==> src/rtl/dmem_lsu.sv <==
// Load/store unit driving a word-wide data memory port: one byte/half/word request
// per handshake. Define MISALIGN_EN to allow unaligned accesses split over two words.
module dmem_lsu (
    input  logic        clk,
    input  logic        rst_n,
    input  logic        req_valid,
    output logic        req_ready,
    input  logic        req_we,
    input  logic [1:0]  req_size,
    input  logic        req_unsigned,
    input  logic [31:0] req_addr,
    input  logic [31:0] req_wdata,
    output logic        rsp_valid,
    output logic [31:0] rsp_rdata,
    output logic        rsp_err,
    output logic [31:0] daddr,
    output logic [31:0] dwdata,
    output logic [3:0]  we,
    input  logic [31:0] drdata
);

    typedef enum logic [1:0] {
        ST_IDLE = 2'd0,
        ST_ACC0 = 2'd1,
        ST_ACC1 = 2'd2,
        ST_RESP = 2'd3
    } state_t;

`ifdef MISALIGN_EN
    localparam logic ALIGN_CHK = 1'b0;
`else
    localparam logic ALIGN_CHK = 1'b1;
`endif

    // Byte-lane enables across the two-word window starting at the aligned address.
    function automatic logic [7:0] lane_mask(input logic [1:0] size, input logic [1:0] off);
        logic [7:0] base;
        case (size)
            2'd0:    base = 8'h01;
            2'd1:    base = 8'h03;
            2'd2:    base = 8'h0F;
            default: base = 8'h00;
        endcase
        return base << off;
    endfunction

    function automatic logic [63:0] lane_bytes(input logic [7:0] m);
        logic [63:0] b;
        for (int i = 0; i < 8; i++) begin
            b[8*i +: 8] = {8{m[i]}};
        end
        return b;
    endfunction

    function automatic logic [31:0] load_extend(input logic [31:0] raw, input logic [1:0] size,
                                                input logic uns);
        case (size)
            2'd0:    return {{24{~uns & raw[7]}}, raw[7:0]};
            2'd1:    return {{16{~uns & raw[15]}}, raw[15:0]};
            2'd2:    return raw;
            default: return 32'h0000_0000;
        endcase
    endfunction

    state_t      r_state;
    state_t      w_next;
    logic [31:0] r_addr;
    logic [1:0]  r_size;
    logic        r_we;
    logic        r_uns;
    logic        r_err;
    logic [31:0] r_wdata;
    logic [31:0] r_lo;
    logic [31:0] r_hi;

    logic        w_req_err;
    logic [1:0]  w_off;
    logic [7:0]  w_mask8;
    logic [63:0] w_wd64;
    logic        w_cross;
    logic [31:0] w_word;
    logic [31:0] w_load_raw;

    assign w_off      = r_addr[1:0];
    assign w_mask8    = lane_mask(r_size, w_off);
    assign w_wd64     = ({32'h0000_0000, r_wdata} << {w_off, 3'b000}) & lane_bytes(w_mask8);
    assign w_cross    = |w_mask8[7:4];
    assign w_word     = {r_addr[31:2], 2'b00};
    assign w_load_raw = 32'({r_hi, r_lo} >> {w_off, 3'b000});

    // Request legality: reserved size always fails; alignment only checked without MISALIGN_EN.
    always_comb begin
        w_req_err = 1'b0;
        case (req_size)
            2'd0:    w_req_err = 1'b0;
            2'd1:    w_req_err = ALIGN_CHK & req_addr[0];
            2'd2:    w_req_err = ALIGN_CHK & (|req_addr[1:0]);
            default: w_req_err = 1'b1;
        endcase
    end

    // State register, request capture and load-data buffers.
    always_ff @(posedge clk) begin
        if (!rst_n) begin
            r_state <= ST_IDLE;
            r_addr  <= 32'h0000_0000;
            r_size  <= 2'b00;
            r_we    <= 1'b0;
            r_uns   <= 1'b0;
            r_err   <= 1'b0;
            r_wdata <= 32'h0000_0000;
            r_lo    <= 32'h0000_0000;
            r_hi    <= 32'h0000_0000;
        end else begin
            r_state <= w_next;
            if (req_valid && req_ready) begin
                r_addr  <= req_addr;
                r_size  <= req_size;
                r_we    <= req_we;
                r_uns   <= req_unsigned;
                r_err   <= w_req_err;
                r_wdata <= req_wdata;
            end
            if (r_state == ST_ACC0) begin
                r_lo <= drdata;
            end
            if (r_state == ST_ACC1) begin
                r_hi <= drdata;
            end
        end
    end

    // Next-state decode.
    always_comb begin
        w_next = r_state;
        case (r_state)
            ST_IDLE: begin
                if (req_valid) begin
                    w_next = w_req_err ? ST_RESP : ST_ACC0;
                end else begin
                    w_next = ST_IDLE;
                end
            end
            ST_ACC0: begin
                if (w_cross) begin
                    w_next = ST_ACC1;
                end else begin
                    w_next = ST_RESP;
                end
            end
            ST_ACC1: w_next = ST_RESP;
            ST_RESP: w_next = ST_IDLE;
            default: w_next = ST_IDLE;
        endcase
    end

    // Output decode; everything is held at zero while rst_n is low so no lane is written.
    always_comb begin
        req_ready = 1'b0;
        rsp_valid = 1'b0;
        rsp_err   = 1'b0;
        rsp_rdata = 32'h0000_0000;
        daddr     = 32'h0000_0000;
        dwdata    = 32'h0000_0000;
        we        = 4'b0000;
        if (rst_n) begin
            case (r_state)
                ST_IDLE: req_ready = 1'b1;
                ST_ACC0: begin
                    daddr = w_word;
                    if (r_we) begin
                        we     = w_mask8[3:0];
                        dwdata = w_wd64[31:0];
                    end else begin
                        we     = 4'b0000;
                        dwdata = 32'h0000_0000;
                    end
                end
                ST_ACC1: begin
                    daddr = w_word + 32'd4;
                    if (r_we) begin
                        we     = w_mask8[7:4];
                        dwdata = w_wd64[63:32];
                    end else begin
                        we     = 4'b0000;
                        dwdata = 32'h0000_0000;
                    end
                end
                ST_RESP: begin
                    rsp_valid = 1'b1;
                    rsp_err   = r_err;
                    if (!r_we && !r_err) begin
                        rsp_rdata = load_extend(w_load_raw, r_size, r_uns);
                    end else begin
                        rsp_rdata = 32'h0000_0000;
                    end
                end
                default: req_ready = 1'b0;
            endcase
        end else begin
            req_ready = 1'b0;
            rsp_valid = 1'b0;
        end
    end

endmodule

==> config.mk <==
export PLATFORM = sky130hd
export DESIGN_NAME = dmem_lsu
export DESIGN_NICKNAME = d
export VERILOG_FILES = /design/src/rtl/dmem_lsu.sv
export SDC_FILE = /design/constraint.sdc
export NUM_CORES = 1
export LEC_CHECK = 0
export ABC_CLOCK_PERIOD_IN_PS = 3360
export CAP_MARGIN = 15
export CORE_MARGIN = 3
export CORE_UTILIZATION = 54
export DETAILED_ROUTE_END_ITERATION = 10
export GPL_TIMING_DRIVEN = 0
export PLACE_DENSITY = 0.87
export RECOVER_POWER = 100
export SYNTH_ARGS = -nofsm -noshare
export SYNTH_HDL_FRONTEND = slang
export SYNTH_SLANG_ARGS = --single-unit
==> constraint.sdc <==
create_clock -name clk -period 3.36 [get_ports clk]
set_input_delay 0.504 -clock clk [delete_from_list [all_inputs] [get_ports clk]]
set_output_delay 0.504 -clock clk [all_outputs]
set_load 0.05 [all_outputs]
==> impl_metrics.env <==
export IMPL_outcome="finished, final reports clean"
export IMPL_netlist_instances=1024
export IMPL_finalPower_mw=4.59
export IMPL_postCtsHoldBufs=0
export IMPL_overflow=0
export IMPL_area_growth_pct=32.2
export IMPL_startpoint="r_size[1]"
export IMPL_drt_pass1_iterations=7
export IMPL_timing_fmax_mhz=300
export IMPL_power_density_cell_area_mw_per_mm2=439
export IMPL_diodes=0
export IMPL_route_detailed_drc=0
export IMPL_synth_edf_count=0
export IMPL_fin_nets=1359
export IMPL_grt_max_degree=17
export IMPL_worstReg2RegStart="r_state[0]"
export IMPL_htreeDepth=4
export IMPL_worstPathCellList="ha_1 > or4_4 > buf_4 > a211o_1 > o21ai_0 > dlygate4sd2_1"
export IMPL_ys_seq_elements=127
export IMPL_drv_slew=0
export IMPL_grt_pass1_vias=8155
export IMPL_tns_ns=0
export IMPL_die_width_um=127
export IMPL_antenna_found_initial=0
export IMPL_utilization=0.742
export IMPL_p_leak_nw=3.89
export IMPL_dp_hpwl_um=20400
export IMPL_dp_slack_ns=-0.00525
export IMPL_setup_ws_ns=0.0262
export IMPL_drv_cap=0
export IMPL_die_y_um=127
export IMPL_cp_slowest_stage_delay_ns=0.58
export IMPL_cp_data_arrival_time_ns=2.83
export IMPL_syn_area_sq_mm=0.00791
export IMPL_vias=8804
export IMPL_core_area_sq_mm=0.0141
export IMPL_cp_end_kind="output port"
export IMPL_yosysSeqAreaShare=0.321
export IMPL_final_hold_violation_count=0
export IMPL_start_kind="register"
export IMPL_slowest_stage="dlygate4sd2_1"
export IMPL_worst_ir_drop_vdd_uv=361
export IMPL_postSynthAreaPerCell_sq_um=7.73
export IMPL_clock_skew_ns=0.00888
export IMPL_place_area_sq_mm=0.0102
export IMPL_cts_tree="done"
export IMPL_async_flop_share=0
export IMPL_track_usage=0.339
export IMPL_finalInstanceArea_sq_mm=0.0105
export IMPL_rows=43
export IMPL_drtAntennaViolNets=0
export IMPL_clk_latency_ns=0.42
export IMPL_postCtsSetupBuffers=0
export IMPL_grt_first_pass_wirelength_um=43500
export IMPL_drt_initial_drc_count=1306
export IMPL_cts_sinks=127
export IMPL_synth_cell_type_count=58
export IMPL_tightest_slew_ns=0.938
export IMPL_wl_um=28500
export IMPL_cts_buffers=17
export IMPL_initial_core_util=0.561
export IMPL_synth_top_area_frac=0.321
export IMPL_crit_required_ns=2.86
export IMPL_cts_reportedPaths_clkPinSlew_ns=0.06
export IMPL_min_from="r_err"
export IMPL_place_congestion=1.00
export IMPL_wl_per_cell_um=19.8
export IMPL_path_buf_inv=2
export IMPL_finalSetupViolCount=0
export IMPL_hold_class="reg2reg"
export IMPL_synthTopCellsByArea="dfxtp_1 32%, mux2i_1 14%, nand2_1 9.9%, o21ai_0 7.4%, nor2b_1 5.0%"
export IMPL_cp_top_family="buffers and inverters"
export IMPL_die_area_sq_mm=0.0161
export IMPL_clock_root_buffer="clkbuf_16"
export IMPL_min_period_ns=3.33
export IMPL_synthFlopType="dfxtp_1"
export IMPL_portBuffers=202
export IMPL_crit_type="reg2out"
export IMPL_yosys_area_top_type="dfxtp_1"
export IMPL_crit_fanout=9
export IMPL_post_route_period_util=0.992
export IMPL_yosysWarnings=0
export IMPL_fillers=1151
export IMPL_clockBufferDepth=2
export IMPL_drive_gt1_frac=0.127
export IMPL_ios=206
export IMPL_max_slew_margin=0.375
export IMPL_rsz0062_at_grt="yes"
export IMPL_viasPerCell=6.12
-- Yosys cell counts, types with 2 or more instances --
| cell type | count |
|---|---|
| nor2_1 | 55 |
| and3_1 | 13 |
| nand3b_1 | 3 |
| nand3_1 | 17 |
| clkbuf_1 | 44 |
| a41oi_1 | 2 |
| buf_1 | 12 |
| a211oi_1 | 8 |
| buf_6 | 5 |
| buf_2 | 17 |
| a21oi_1 | 50 |
| dfxtp_1 | 127 |
| nor4_1 | 2 |
| inv_1 | 12 |
| nand2_1 | 208 |
| mux2i_1 | 110 |
| o31ai_1 | 2 |
| or2_2 | 9 |
| buf_4 | 9 |
| a311oi_1 | 2 |
| nor2b_1 | 63 |
| and4_1 | 6 |
| ha_1 | 10 |
| o21ai_0 | 117 |
| and2_1 | 5 |
| mux2_2 | 24 |
| o22ai_1 | 3 |
| or4_1 | 3 |
| a22o_1 | 9 |
| o211ai_1 | 12 |
| nand4_1 | 10 |
| o22a_1 | 9 |
| a22oi_1 | 10 |
| a31oi_1 | 9 |
| nand2b_1 | 4 |
-- area by class of cell --
type	instances	area (sq um)	area share
Clock buffer	20	447	0.0427
Buffer	87	415	0.0397
Multi-Input combinational cell	799	4920	0.471
Clock inverter	11	131	0.0126
Sequential cell	127	2540	0.243
Tap cell	180	225	0.0215
Inverter	12	45.0	0.00431
Timing Repair Buffer	202	1730	0.165
-- cells in the final DEF, fill, tap and decap left out, types with 10 or more instances in the layout --
cell type,netlist,final
and3_1,13,13
a22oi_1,10,10
nor2b_1,63,63
ha_1,10,10
dfxtp_1,127,127
inv_1,12,12
nand3_1,17,17
dlygate4sd2_1,0,35
o21ai_0,117,117
o211ai_1,12,12
a21oi_1,50,50
nand4_1,10,10
mux2i_1,110,110
buf_2,17,13
nand2_1,208,208
nor2_1,55,54
clkbuf_16,0,17
clkdlybuf4s50_1,0,103
clkbuf_2,0,52
mux2_2,24,24
clkbuf_1,44,57
-- kinds of logic after synthesis --
logic type / share of synthesized area
simple gates: 0.245
compound gates: 0.186
mux: 0.173
flops: 0.321
buf+inv: 0.0587
fa+ha+maj: 0.0158
other cells: 0.000474
-- power breakdown --
| part | total [mW] | switching (mW) | leakage (nW) | internal (mW) |
|---|---|---|---|---|
| Sequential | 1.76 | 0.132 | 1.04 | 1.63 |
| Clock | 1.85 | 0.735 | 0.274 | 1.12 |
| Combinational | 0.975 | 0.572 | 2.58 | 0.403 |
-- worst reg2reg max path: cells and delay by family (launching register included) --
kind	cells	cell delay, ns
DFF	1	0.33
buffers and inverters	4	1.57
adders and majority gates	1	0.17
and+or+nand+nor	2	0.34
AOI/OAI and AO/OA	1	0.11
-- path summary, 6_finish.rpt --
path | slack (ns) | endpoint | cells past startpoint
worst max register to register | 0.78 | r_addr[31] | 8
worst min register to register | 0.50 | r_err | 2
worst max-delay path | 0.03 | rsp_rdata[20] | 6
worst min-delay path | 0.50 | r_err | 2
-- stage by stage --
| stage | hold WS [ns] | instances |
|---|---|---|
| 2_1_floorplan | 0.454 | 1025 |
| 3_3_place_gp | 0.473 | 1407 |
| 3_5_place_dp | 0.485 | 1407 |
| 4_1_cts | 0.493 | 1438 |
| 5_1_grt | 0.512 | 1438 |
| 6_report | 0.495 | 1438 |
-- per-layer routing --
layer / track usage / up-vias / wire [um]
li1: - / 4010 / -
met1: 0.449 / 4101 / 11500
met2: 0.539 / 606 / 12900
met3: 0.0853 / 87 / 3260
met4: 0.120 / 0 / 812
met5: 0 / - / 0
-- flip-flops by register name (all words and copies together) (netlist names) --
| register | cells |
|---|---|
| r_hi | 24 |
| r_err | 1 |
| r_size | 2 |
| r_addr | 32 |
| r_state | 2 |
| r_we | 1 |
| r_lo | 32 |
| r_uns | 1 |
| r_wdata | 32 |
-- what timing repair did --
action | CTS | global route
resized for setup | 151 | 121
setup endpoints to repair | 92 | 64
pin swaps | 0 | 1
(Power assumes the default switching activity.)
